===== config.mk =====
export PLATFORM = sky130hd
export DESIGN_NAME = srm_mem_sequencer
export DESIGN_NICKNAME = d
export VERILOG_FILES = /design/src/rtl/srm_mem_pkg.sv /design/src/rtl/srm_lane_merge.sv /design/src/rtl/srm_mem_sequencer.sv
export SDC_FILE = /design/constraint.sdc
export NUM_CORES = 1
export LEC_CHECK = 0
export ABC_AREA = 1
export CAP_MARGIN = 20
export CORE_MARGIN = 1
export CORE_UTILIZATION = 31
export DETAILED_ROUTE_END_ITERATION = 10
export DONT_BUFFER_PORTS = 1
export PLACE_DENSITY = 0.44
export REMOVE_ABC_BUFFERS = 1
export SYNTH_ARGS = -nofsm -noshare
export SYNTH_HDL_FRONTEND = slang
export SYNTH_SLANG_ARGS = --single-unit
export TNS_END_PERCENT = 20

===== constraint.sdc =====
create_clock -name clk -period 4.7 [get_ports clk]
set_clock_uncertainty 0.2 [all_clocks]
set_input_delay 0.47 -clock clk [delete_from_list [all_inputs] [get_ports clk]]
set_output_delay 0.47 -clock clk [all_outputs]
set_load 0.01 [all_outputs]

===== src/rtl/srm_mem_pkg.sv =====
// Shared types and constants for the SRM-Starter memory bus sequencer.
package srm_mem_pkg;

  localparam int unsigned AW = 32;
  localparam int unsigned DW = 32;

  typedef enum logic [2:0] {
    IDLE,
    FETCH,
    LOAD,
    STORE,
    RMW_RD,
    RMW_WR
  } mem_seq_state_t;

  typedef enum logic {
    GNT_FETCH,
    GNT_DATA
  } grant_t;

  localparam logic [1:0] SZ_BYTE = 2'd0;
  localparam logic [1:0] SZ_HALF = 2'd1;
  localparam logic [1:0] SZ_WORD = 2'd2;
  localparam logic [1:0] SZ_RSVD = 2'd3;

  function automatic logic [AW-1:0] word_align(input logic [AW-1:0] addr);
    return addr & 32'hFFFF_FFFC;
  endfunction

endpackage


===== src/rtl/srm_lane_merge.sv =====
// Big-endian sub-word lane merge: replaces the addressed byte/half of a word.
module srm_lane_merge
  import srm_mem_pkg::*;
(
  input  logic [DW-1:0] old_word,
  input  logic [DW-1:0] wdata,
  input  logic [1:0]    size,
  input  logic [1:0]    off,
  output logic [DW-1:0] merged
);

  always_comb begin
    merged = old_word;
    case (size)
      SZ_BYTE: begin
        case (off)
          2'd0:    merged[31:24] = wdata[7:0];
          2'd1:    merged[23:16] = wdata[7:0];
          2'd2:    merged[15:8]  = wdata[7:0];
          default: merged[7:0]   = wdata[7:0];
        endcase
      end
      SZ_HALF: begin
        if (off[1]) merged[15:0]  = wdata[15:0];
        else        merged[31:16] = wdata[15:0];
      end
      SZ_WORD: merged = wdata;
      default: merged = old_word;
    endcase
  end

endmodule


===== src/rtl/srm_mem_sequencer.sv =====
// Single-port bus sequencer: fetch/data arbitration, RMW for sub-word stores,
// and a per-transaction ack watchdog.
module srm_mem_sequencer
  import srm_mem_pkg::*;
#(
  parameter int unsigned TIMEOUT = 255,
  parameter int unsigned TW      = 8
) (
  input  logic          clk,
  input  logic          rst,
  input  logic          if_req,
  input  logic [AW-1:0] if_addr,
  output logic          if_ack,
  output logic [DW-1:0] if_rdata,
  input  logic          d_req,
  input  logic          d_we,
  input  logic [1:0]    d_size,
  input  logic [AW-1:0] d_addr,
  input  logic [DW-1:0] d_wdata,
  output logic          d_ack,
  output logic [DW-1:0] d_rdata,
  output logic          err,
  output logic          mem_req,
  output logic          mem_we,
  output logic [AW-1:0] mem_addr,
  output logic [DW-1:0] mem_wdata,
  input  logic          mem_ack,
  input  logic [DW-1:0] mem_rdata
);

  mem_seq_state_t state, state_n;
  grant_t         last_grant, last_n;
  grant_t         owner_q, owner_n;
  logic [1:0]     size_q, size_n;
  logic [1:0]     off_q, off_n;
  logic [DW-1:0]  wdata_q, dwdata_n;
  logic [TW-1:0]  wd, wd_n;
  logic           fail_q, fail_n;
  logic           req_n, we_n;
  logic [AW-1:0]  addr_n;
  logic [DW-1:0]  wdata_n;
  logic [DW-1:0]  merged;
  logic           ack;
  logic           bus_done;

  srm_lane_merge u_merge (
    .old_word (mem_rdata),
    .wdata    (wdata_q),
    .size     (size_q),
    .off      (off_q),
    .merged   (merged)
  );

  // Read data is a straight pass-through, qualified by the acks.
  assign if_rdata = mem_rdata;
  assign d_rdata  = mem_rdata;

  // Next-state, registered-output and ack logic.
  always_comb begin
    state_n  = state;
    last_n   = last_grant;
    owner_n  = owner_q;
    size_n   = size_q;
    off_n    = off_q;
    dwdata_n = wdata_q;
    wd_n     = wd;
    fail_n   = 1'b0;
    req_n    = mem_req;
    we_n     = mem_we;
    addr_n   = mem_addr;
    wdata_n  = mem_wdata;
    ack      = 1'b0;
    err      = 1'b0;
    bus_done = mem_req && mem_ack;

    if (mem_req && !mem_ack) wd_n = wd + TW'(1);

    case (state)
      IDLE: begin
        if (d_req && (!if_req || last_grant == GNT_FETCH)) begin
          last_n   = GNT_DATA;
          owner_n  = GNT_DATA;
          size_n   = d_size;
          off_n    = d_addr[1:0];
          dwdata_n = d_wdata;
          addr_n   = word_align(d_addr);
          wd_n     = '0;
          if (d_size == SZ_RSVD) begin
            // Reserved size: no bus cycle, error ack on the next cycle.
            fail_n  = 1'b1;
            state_n = LOAD;
          end else begin
            req_n   = 1'b1;
            we_n    = d_we && (d_size == SZ_WORD);
            wdata_n = d_wdata;
            if (!d_we)                 state_n = LOAD;
            else if (d_size == SZ_WORD) state_n = STORE;
            else                        state_n = RMW_RD;
          end
        end else if (if_req) begin
          last_n  = GNT_FETCH;
          owner_n = GNT_FETCH;
          addr_n  = word_align(if_addr);
          wd_n    = '0;
          req_n   = 1'b1;
          we_n    = 1'b0;
          state_n = FETCH;
        end
      end
      FETCH, LOAD, STORE: begin
        if (fail_q) begin
          ack     = 1'b1;
          err     = 1'b1;
          state_n = IDLE;
        end else if (bus_done) begin
          ack     = 1'b1;
          req_n   = 1'b0;
          we_n    = 1'b0;
          state_n = IDLE;
        end
      end
      RMW_RD: begin
        if (fail_q) begin
          ack     = 1'b1;
          err     = 1'b1;
          state_n = IDLE;
        end else if (bus_done) begin
          req_n   = 1'b0;
          wdata_n = merged;
          state_n = RMW_WR;
        end
      end
      RMW_WR: begin
        if (fail_q) begin
          ack     = 1'b1;
          err     = 1'b1;
          state_n = IDLE;
        end else if (!mem_req) begin
          req_n = 1'b1;
          we_n  = 1'b1;
          wd_n  = '0;
        end else if (bus_done) begin
          ack     = 1'b1;
          req_n   = 1'b0;
          we_n    = 1'b0;
          state_n = IDLE;
        end
      end
      default: state_n = IDLE;
    endcase

    // Watchdog expiry abandons the outstanding bus cycle.
    if (TIMEOUT != 0 && mem_req && !mem_ack && wd == TW'(TIMEOUT - 1)) begin
      req_n  = 1'b0;
      we_n   = 1'b0;
      fail_n = 1'b1;
    end

    if_ack = ack && (owner_q == GNT_FETCH);
    d_ack  = ack && (owner_q == GNT_DATA);
  end

  always_ff @(posedge clk or posedge rst) begin
    if (rst) begin
      state      <= IDLE;
      last_grant <= GNT_FETCH;
      owner_q    <= GNT_FETCH;
      size_q     <= SZ_WORD;
      off_q      <= 2'd0;
      wdata_q    <= '0;
      wd         <= '0;
      fail_q     <= 1'b0;
      mem_req    <= 1'b0;
      mem_we     <= 1'b0;
      mem_addr   <= '0;
      mem_wdata  <= '0;
    end else begin
      state      <= state_n;
      last_grant <= last_n;
      owner_q    <= owner_n;
      size_q     <= size_n;
      off_q      <= off_n;
      wdata_q    <= dwdata_n;
      wd         <= wd_n;
      fail_q     <= fail_n;
      mem_req    <= req_n;
      mem_we     <= we_n;
      mem_addr   <= addr_n;
      mem_wdata  <= wdata_n;
    end
  end

endmodule

==> flow_summary_export.csv, run 1 <==
group,metric,value,unit
run_status,status,"finished, final reports clean",
yosys,synth_area,6940,sq um
min_path,hp-class,"in -> reg",
drt,drcViolationCount,0,
setup_path,arrival,2.44,ns
yosys,synthDominantCellAreaShare,40.4,%
timing,rsz0062_at_grt,"false",
pwr,p_per_area,750,nW/um^2
global_route,grt_usage,19.0,%
yosys,synth_area_leaders,"dfrtp_1 40%, nand2_1 13%, o21ai_0 9.5%",
yosys,async_flop_share,100,%
drt,drtPass1Iterations,5,
floorplan,ios,269,
layout,layout_common_cells,"248 x nand2_1, 132 x o21ai_0, 129 x nor2_1",
setup_path,critPathBufInv,2,
floorplan,die_area,23000,sq um
cts,clock_latency,0.42,ns
timing,fin_crit,3.11,ns
cts,clock_path_buffers,2,
floorplan,std_cell_rows,54,
global_route,grt_pass1_wl,32400,um
drt,routed_wl,21200,um
yosys,yosys_most_used_dff,"dfrtp_1",
placed_design,pre_cts_slack,1.93,ns
placed_design,gp_congestion,0.850,
min_path,holdPathStages,2,
setup_path,start_kind,"flop",
floorplan,core-area,21900,sq um
layout,syn2layout_area_growth,7.14,%
pwr,leakage,0.00338,uW
setup_path,worstPathRequired,4.03,ns
setup_path,path_cells,"nor2_4 > nand2_2 > inv_2 > buf_4 > a21oi_1 > nor2_1",
setup_path,r2r_slack,2.04,ns
setup_path,cp_max_fo,50,
drt,wl_per_cell,17.5,um
floorplan,initial_utilization,31.7,%
yosys,synthCells,979,
floorplan,die_height,152,um
cts,root_buffer,"clkbuf_16",
setup_path,crit_path_end_kind,"primary output",
timing,max_freq,321,MHz
drt,final_antenna_net_count,0,
timing,finalCritPeriodShare,66.3,%
global_route,grt_start_max_net_pins,51,
job,maxCapViolCount,0,
setup_path,ff2ff_path_depth,7,
timing,setup_slack,1.59,ns
drt,num_vias,5912,
pwr,vdd.ir_drop.worst,0.000263,V
setup_path,critical_path_class,"reg -> out",
layout,drive_above_1_share,7.85,%
setup_path,reg2reg_from,"state[2]",
yosys,seq_area_frac_synth,40.7,%
cts,cts.sinks,113,
setup_path,r2r-end,"wd[1]",
layout,final_common_cell,"nand2_1",
setup_path,critPathTopFamily,"simple AND/OR/NAND/NOR gates",
timing,slew_headroom,34.8,%
placed_design,post-dp-hpwl,14600,um
timing,tightest_slew,0.977,ns
drt,met1_length,8830,um
floorplan,die_x,152,um
layout,final_net_count,1055,
drt,vias_per_cell,4.88,
yosys,syn_avg_cell_area,7.09,sq um
layout,postLayoutCoreUtil,34.0,%
timing,hold_viol_final,0,
cts,path_clk_slew,0.06,ns
global_route,grt_pass1_vias,5710,
yosys,yosysUniqueCellTypes,35,
global_route,overflow,0,
drt,drtIter0Drc,307,
cts,htree_levels,4,
drt,highest_layer,"met4",
setup_path,crit_start,"state[0]",
global_route,grt_antenna_before_repair,1,
drt,wl_met2,10300,um
setup_path,cpMaxStageDelayCell,"buf_4",
placed_design,port_buffers,0,
timing,finalSetupTns,0,ns
drt,wl_met3,1880,um
yosys,synth-seq-cells,113,
cts,cts_tree,"yes",
timing,drv_slew,0,
cts,cts_inserted_buffers,17,
yosys,yosysWarningCount,0,
setup_path,crit_end,"d_ack",
yosys,synth_area_leader_cell,"dfrtp_1",
setup_path,max_stage_delay,0.47,ns
timing,setup_viol,0,
yosys,synth_edf_count,0,
setup_path,path_depth,6,
layout,fill_cells,2378,
## worst register-to-register path, delay by kind of cell, from the launching register on
family / cells / cell delay (ns)
flops: 1 / 0.51
simple gates: 2 / 0.21
buf+inv: 3 / 1.08
compound gates: 2 / 0.58
## registers in the layout, indices dropped and copies added (netlist names)
register and cells:
off_q 2, wdata_q 32, state 3, mem_wdata 32
mem_we 1, wd 8, mem_req 1, fail_q 1
size_q 2, mem_addr 30, owner_q 1
## logic make-up (layout without fill, tap and decap cells)
logic type | Yosys count | after routing | share of synthesized area [%]
fa+ha+maj | 2 | 2 | 0.360
flops | 113 | 113 | 40.7
buf+inv | 186 | 136 | 14.8
other cells | 1 | 3 | 0.0540
simple gates | 454 | 454 | 27.1
compound gates | 218 | 218 | 16.3
xor+xnor | 5 | 5 | 0.631
## layer usage
| layer | track usage, % | vias up |
|---|---|---|
| li1 | - | 2946 |
| met1 | 23.4 | 2696 |
| met2 | 32.0 | 256 |
| met3 | 5.81 | 14 |
| met4 | 4.60 | 0 |
| met5 | 0 | - |
## per-stage QoR
stage / std cells / area [sq um] / hold WS, ns / total power (uW)
after floorplan: 870 / 6200 / 0.248 / 3490
after global placement: 1157 / 6610 / 0.219 / 4250
after detailed placement: 1157 / 6610 / 0.228 / 4260
after CTS: 1210 / 7440 / 0.00568 / 5670
after global routing: 1210 / 7440 / 0.0311 / 6100
final: 1211 / 7440 / 0.0165 / 5580
## synth_stat cells, types with 7 or more instances
library cell / n
clkbuf_1: 10
buf_2: 22
nand2_1: 248
o21ai_0: 132
nand2_2: 7
buf_4: 73
dfrtp_1: 112
nand4_1: 9
nor2_2: 10
nand3_1: 40
a21oi_1: 74
inv_1: 72
nor2_1: 129
## layout make-up
class                      count  area (sq um)  share of cell area, %
clock inverter                14           180                   2.42
antenna                        1          2.50                 0.0336
timing repair buffer          28           263                   3.53
clock buffer                  18           439                   5.90
sequential                   113          2830                   38.0
inverter                      76           288                   3.87
tap                          280           350                   4.71
multi-input combinational    681          3090                   41.5
## power breakdown
part	total, uW	internal, uW	switching [uW]
Combinational	2240	688	1550
Sequential	1990	1440	541
Clock	1360	855	505
## how the worst min path moves through the flow
stage,from,to,slack [ns]
floorplan,wdata_q[31],wdata_q[31],0.25
global placement,rst,mem_wdata[1],0.22
detailed placement,rst,mem_wdata[1],0.23
CTS,d_wdata[29],wdata_q[29],0.006
global route,d_wdata[29],wdata_q[29],0.03
finish,d_wdata[29],wdata_q[29],0.02
## timing repair
action | in CTS | in global routing
resized for setup | 0 | 0
endpoints found under the hold margin | 58 | 0
endpoints found under the setup margin | 0 | 0
hold buffers | 21 | 0
buffers inserted | 0 | 0
(Power assumes the default switching activity.)
==> run 2, diff against run 1 <==
==> constraint.sdc (replaced) <==
create_clock -name clk -period 3.25 [get_ports clk]
set_clock_uncertainty 0.2 [all_clocks]
set_input_delay 0.325 -clock clk [delete_from_list [all_inputs] [get_ports clk]]
set_output_delay 0.325 -clock clk [all_outputs]
set_load 0.01 [all_outputs]
==> flow_summary_export.csv, run 2 (same netlist as run 1, synthesis figures left out) <==
group,metric,value,unit
floorplan,die_height,152,um
setup_path,start_kind,"flop",
setup_path,crit_path_end_kind,"primary output",
global_route,grt_usage,20.2,%
timing,fin_crit,2.81,ns
layout,fin_area,8520,sq um
global_route,grt_start_max_net_pins,55,
layout,syn2layout_area_growth,22.7,%
drt,vias_per_cell,4.87,
drt,drtPass1Iterations,5,
pwr,leakage,0.00385,uW
placed_design,port_buffers,0,
job,maxCapViolCount,0,
drt,num_vias,6433,
timing,rsz0062_at_grt,"false",
layout,finalNonFillerCells,1322,
placed_design,gp_congestion,0.852,
placed_design,pre_cts_slack,0.826,ns
timing,finalCritPeriodShare,86.4,%
cts,cts_inserted_buffers,17,
floorplan,core-area,21900,sq um
layout,final_net_count,1166,
layout,final_common_cell,"nand2_1",
cts,htree_levels,4,
floorplan,ios,269,
timing,setup_viol,0,
cts,clock_latency,0.42,ns
floorplan,die_x,152,um
timing,drv_slew,0,
timing,hold_viol_final,0,
setup_path,cp_max_fo,20,
setup_path,critical_path_class,"reg -> out",
layout,layout_common_cells,"248 x nand2_1, 132 x o21ai_0, 129 x nor2_1",
layout,drive_above_1_share,7.40,%
drt,drtIter0Drc,322,
drt,wl_per_cell,16.8,um
cts,path_clk_slew,0.06,ns
floorplan,std_cell_rows,54,
drt,final_antenna_net_count,0,
drt,routed_wl,22300,um
timing,tightest_slew,0.939,ns
layout,fill_cells,2305,
pwr,p_per_area,1000,nW/um^2
cts,root_buffer,"clkbuf_16",
cts,postCtsSetupBuffers,0,
cts,cts.sinks,113,
run_status,status,"finished, final reports clean",
placed_design,post-dp-hpwl,14800,um
cts,clock_path_buffers,2,
global_route,grt_pass1_vias,6346,
timing,finalSetupTns,0,ns
timing,max_freq,356,MHz
global_route,grt_pass1_wl,34800,um
cts,cts_tree,"yes",
timing,setup_slack,0.441,ns
min_path,hp-class,"in -> reg",
global_route,grt_antenna_before_repair,1,
floorplan,die_area,23000,sq um
setup_path,arrival,2.28,ns
floorplan,initial_utilization,31.7,%
drt,drcViolationCount,0,
global_route,overflow,0,
layout,multi_input_area,3090,sq um
setup_path,worstPathRequired,2.72,ns
placed_design,dpl_cell_area,6650,sq um
pwr,vdd.ir_drop.worst,0.000448,V
timing,slew_headroom,37.3,%
layout,top_regs,"mem_wdata (32), wdata_q (32), mem_addr (30)",
placed_design,placed_cells_incl_taps,1161,
layout,regArea,2830,sq um
[run 2: cell count changes in the layout (fill, tap and decap cells not counted), sizes merged]
| cell | before | now |
|---|---|---|
| buf | 7 | 11 |
| bufinv | 3 | 2 |
| clkbuf | 18 | 17 |
| clkinv | 6 | 7 |
| clkinvlp | 2 | 4 |
| dlygate4sd3 | 21 | 128 |
| inv | 79 | 78 |
[run 2: where the power goes]
group	internal, uW	switching, uW	leakage, uW
Combinational	1420	2370	0.00220
Sequential	2090	766	0.00137
Clock	1130	750	0.000276
[run 2: cell type report]
class	instances	area share, %
Antenna cell	1	0.0294
Multi-Input combinational cell	681	36.2
Inverter	76	3.38
Clock inverter	15	1.89
Sequential cell	113	33.2
Timing Repair Buffer	139	16.2
Clock buffer	17	4.99
Tap cell	280	4.11
[run 2: critical path: stages, from the launching register on]
cell	delay (ns)
dfrtp_1	0.44
nor2_4	0.18
nand2_2	0.32
inv_2	0.42
a21oi_1	0.18
nor2_1	0.32
[run 2: layer usage]
layer	share of wire [%]	wire length, um	track usage [%]
met4	2.2	480	7.13
met1	43	9600	24.7
met5	0	0	0
met2	47	10600	33.8
met3	7.2	1610	5.48
[run 2: path summary, 6_finish.rpt]
| check | cells after the start | end | slack [ns] | from |
|---|---|---|---|---|
| worst min register to register | 2 | wdata_q[29] | 0.28 | wdata_q[29] |
| worst max-delay path | 5 | d_ack | 0.44 | state[0] |
| min in group asynchronous | 2 | mem_addr[25] | 0.32 | rst |
| worst min-delay path | 4 | mem_wdata[27] | 0.004 | mem_rdata[27] |
| worst max register to register | 6 | mem_addr[5] | 0.73 | owner_q |
| max in group asynchronous | 3 | size_q[1] | 1.78 | rst |
[run 2: what timing repair did]
| item | in CTS | in global routing |
|---|---|---|
| gates resized for setup | 0 | 0 |
| hold buffers | 128 | 0 |
| hold endpoints to repair | 151 | 0 |
| endpoints found under the setup margin | 0 | 0 |
[run 2: through the flow]
step / hold WS, ns / util (%) / power, uW
floorplan: 0.243 / - / 5040
global placement: 0.181 / 30.4 / 6200
detailed placement: 0.185 / 30.4 / 6210
CTS: 0.000925 / 38.9 / 8620
global route: 0.0318 / 38.9 / 9290
finish: 0.00423 / 38.9 / 8520
==> run 3, diff against run 2 <==
==> constraint.sdc (replaced) <==
create_clock -name clk -period 3.25 [get_ports clk]
set_clock_uncertainty 0.2 [all_clocks]
set_input_delay 0.65 -clock clk [delete_from_list [all_inputs] [get_ports clk]]
set_output_delay 0.65 -clock clk [all_outputs]
set_load 0.01 [all_outputs]
==> flow_summary_export.csv, run 3 (same netlist as run 1, synthesis figures left out) <==
group,metric,value,unit
setup_path,arrival,1.91,ns
setup_path,cp_max_fo,20,
layout,top_regs,"mem_wdata (32), wdata_q (32), mem_addr (30)",
timing,tightest_slew,0.783,ns
cts,clock_latency,0.41,ns
timing,fin_crit,2.76,ns
min_path,hp-class,"in -> async",
timing,setup_viol,0,
drt,final_antenna_net_count,0,
setup_path,crit_path_end_kind,"primary output",
drt,drtIter0Drc,306,
global_route,grt_start_max_net_pins,50,
cts,cts_inserted_buffers,17,
cts,cts_tree,"yes",
cts,postCtsSetupBuffers,0,
layout,multi_input_area,3090,sq um
timing,setup_slack,0.491,ns
drt,drcViolationCount,0,
setup_path,r2r-end,"mem_wdata[30]",
timing,rsz0062_at_grt,"false",
cts,htree_levels,4,
pwr,p_per_area,1120,nW/um^2
setup_path,reg2reg_from,"off_q[1]",
placed_design,placed_cells_incl_taps,1162,
floorplan,initial_utilization,31.7,%
job,maxCapViolCount,0,
drt,routed_wl,21100,um
layout,antenna_cells,0,
setup_path,ff2ff_path_depth,6,
layout,finalNonFillerCells,1194,
global_route,grt_usage,19.0,%
setup_path,r2r_slack,0.77,ns
cts,hold_buffers,0,
global_route,grt_pass1_vias,5677,
layout,layout_common_cells,"248 x nand2_1, 132 x o21ai_0, 129 x nor2_1",
cts,cts.sinks,113,
placed_design,gp_congestion,0.848,
layout,final_net_count,1039,
timing,slew_headroom,47.7,%
layout,syn2layout_area_growth,5.05,%
timing,max_freq,362,MHz
global_route,use_met3,6.53,%
timing,drv_slew,0,
setup_path,critical_path_class,"reg -> out",
placed_design,pre_cts_slack,0.770,ns
drt,drtPass1Iterations,4,
global_route,met2_usage,31.2,%
pwr,leakage,0.00332,uW
drt,num_vias,5897,
floorplan,std_cell_rows,54,
placed_design,post-dp-hpwl,14700,um
pwr,vdd.ir_drop.worst,0.000385,V
floorplan,die_height,152,um
timing,finalCritPeriodShare,84.9,%
global_route,grt_antenna_before_repair,1,
placed_design,port_buffers,0,
layout,fill_cells,2354,
global_route,overflow,0,
global_route,grtUsageMet1,23.6,%
timing,holdWs,-0.00550,ns
floorplan,die_area,23000,sq um
setup_path,worstPathRequired,2.40,ns
global_route,grt_pass1_wl,32500,um
global_route,busiest_layer,"met2",
floorplan,ios,269,
cts,root_buffer,"clkbuf_16",
timing,hold_viol_final,9,
floorplan,core-area,21900,sq um
cts,clock_path_buffers,2,
setup_path,start_kind,"flop",
layout,regArea,2830,sq um
cts,path_clk_slew,0.06,ns
cts,post_cts_resized,0,
layout,drive_above_1_share,8.53,%
drt,vias_per_cell,4.94,
run_status,violations,"hold timing",
floorplan,die_x,152,um
layout,final_common_cell,"nand2_1",
drt,wl_per_cell,17.7,um
run_status,status,"complete, but fails checks",
==> run 3: cell count changes in the layout (fill, tap and decap cells not counted) <==
cell / before / now
clkinv_4: 5 / 0
clkinvlp_4: 4 / 6
dlygate4sd3_1: 128 / 0
clkbuf_8: 0 / 2
diode_2: 1 / 0
buf_4: 10 / 11
bufinv_16: 2 / 4
inv_6: 2 / 1
==> run 3: worst max-delay path: stages (launching register included) <==
cell and delay, ns:
dfrtp_1 0.45, nor2_4 0.18, nand2_2 0.33, inv_2 0.14
a21oi_1 0.12, nor2_1 0.28
==> run 3: layout make-up <==
| type | count | area share [%] |
|---|---|---|
| inverters | 76 | 3.95 |
| flip-flops and latches | 113 | 38.8 |
| well taps | 280 | 4.80 |
| multi-input cells | 681 | 42.3 |
| repair buffers | 12 | 1.41 |
| clock inverters | 13 | 2.52 |
| clock buffers | 19 | 6.21 |
==> run 3: worst max path at each step <==
stage,start,end
final,state[0],d_ack
after global routing,state[0],d_ack
after CTS,state[0],d_ack
after detailed placement,off_q[1],mem_wdata[30]
after global placement,off_q[1],mem_wdata[25]
after floorplan,rst,fail_q
==> run 3: per-layer routing <==
layer	share of wire, %	routed length, um
met5	0.076	16
met4	1.5	313
met1	42	8890
met3	9.5	2000
met2	47	9920
==> run 3: per-stage QoR <==
step                      setup TNS, ns  cell area, sq um  total power (uW)  utilization [%]  hold WS, ns
after floorplan                  -65.60              6200              5040                -        0.248
after global placement                0              6660              6200             30.4        0.264
after detailed placement              0              6660              6220             30.4        0.268
after CTS                             0              7290              8300             33.3       0.0158
after global routing                  0              7290              8930             33.3       0.0365
final                                 0              7290              8190             33.3     -0.00550
==> run 3: where the power goes <==
group / total, uW / internal [uW] / switching (uW)
Sequential: 2880 / 2090 / 786
Combinational: 3280 / 1010 / 2270
Clock: 2030 / 1320 / 707
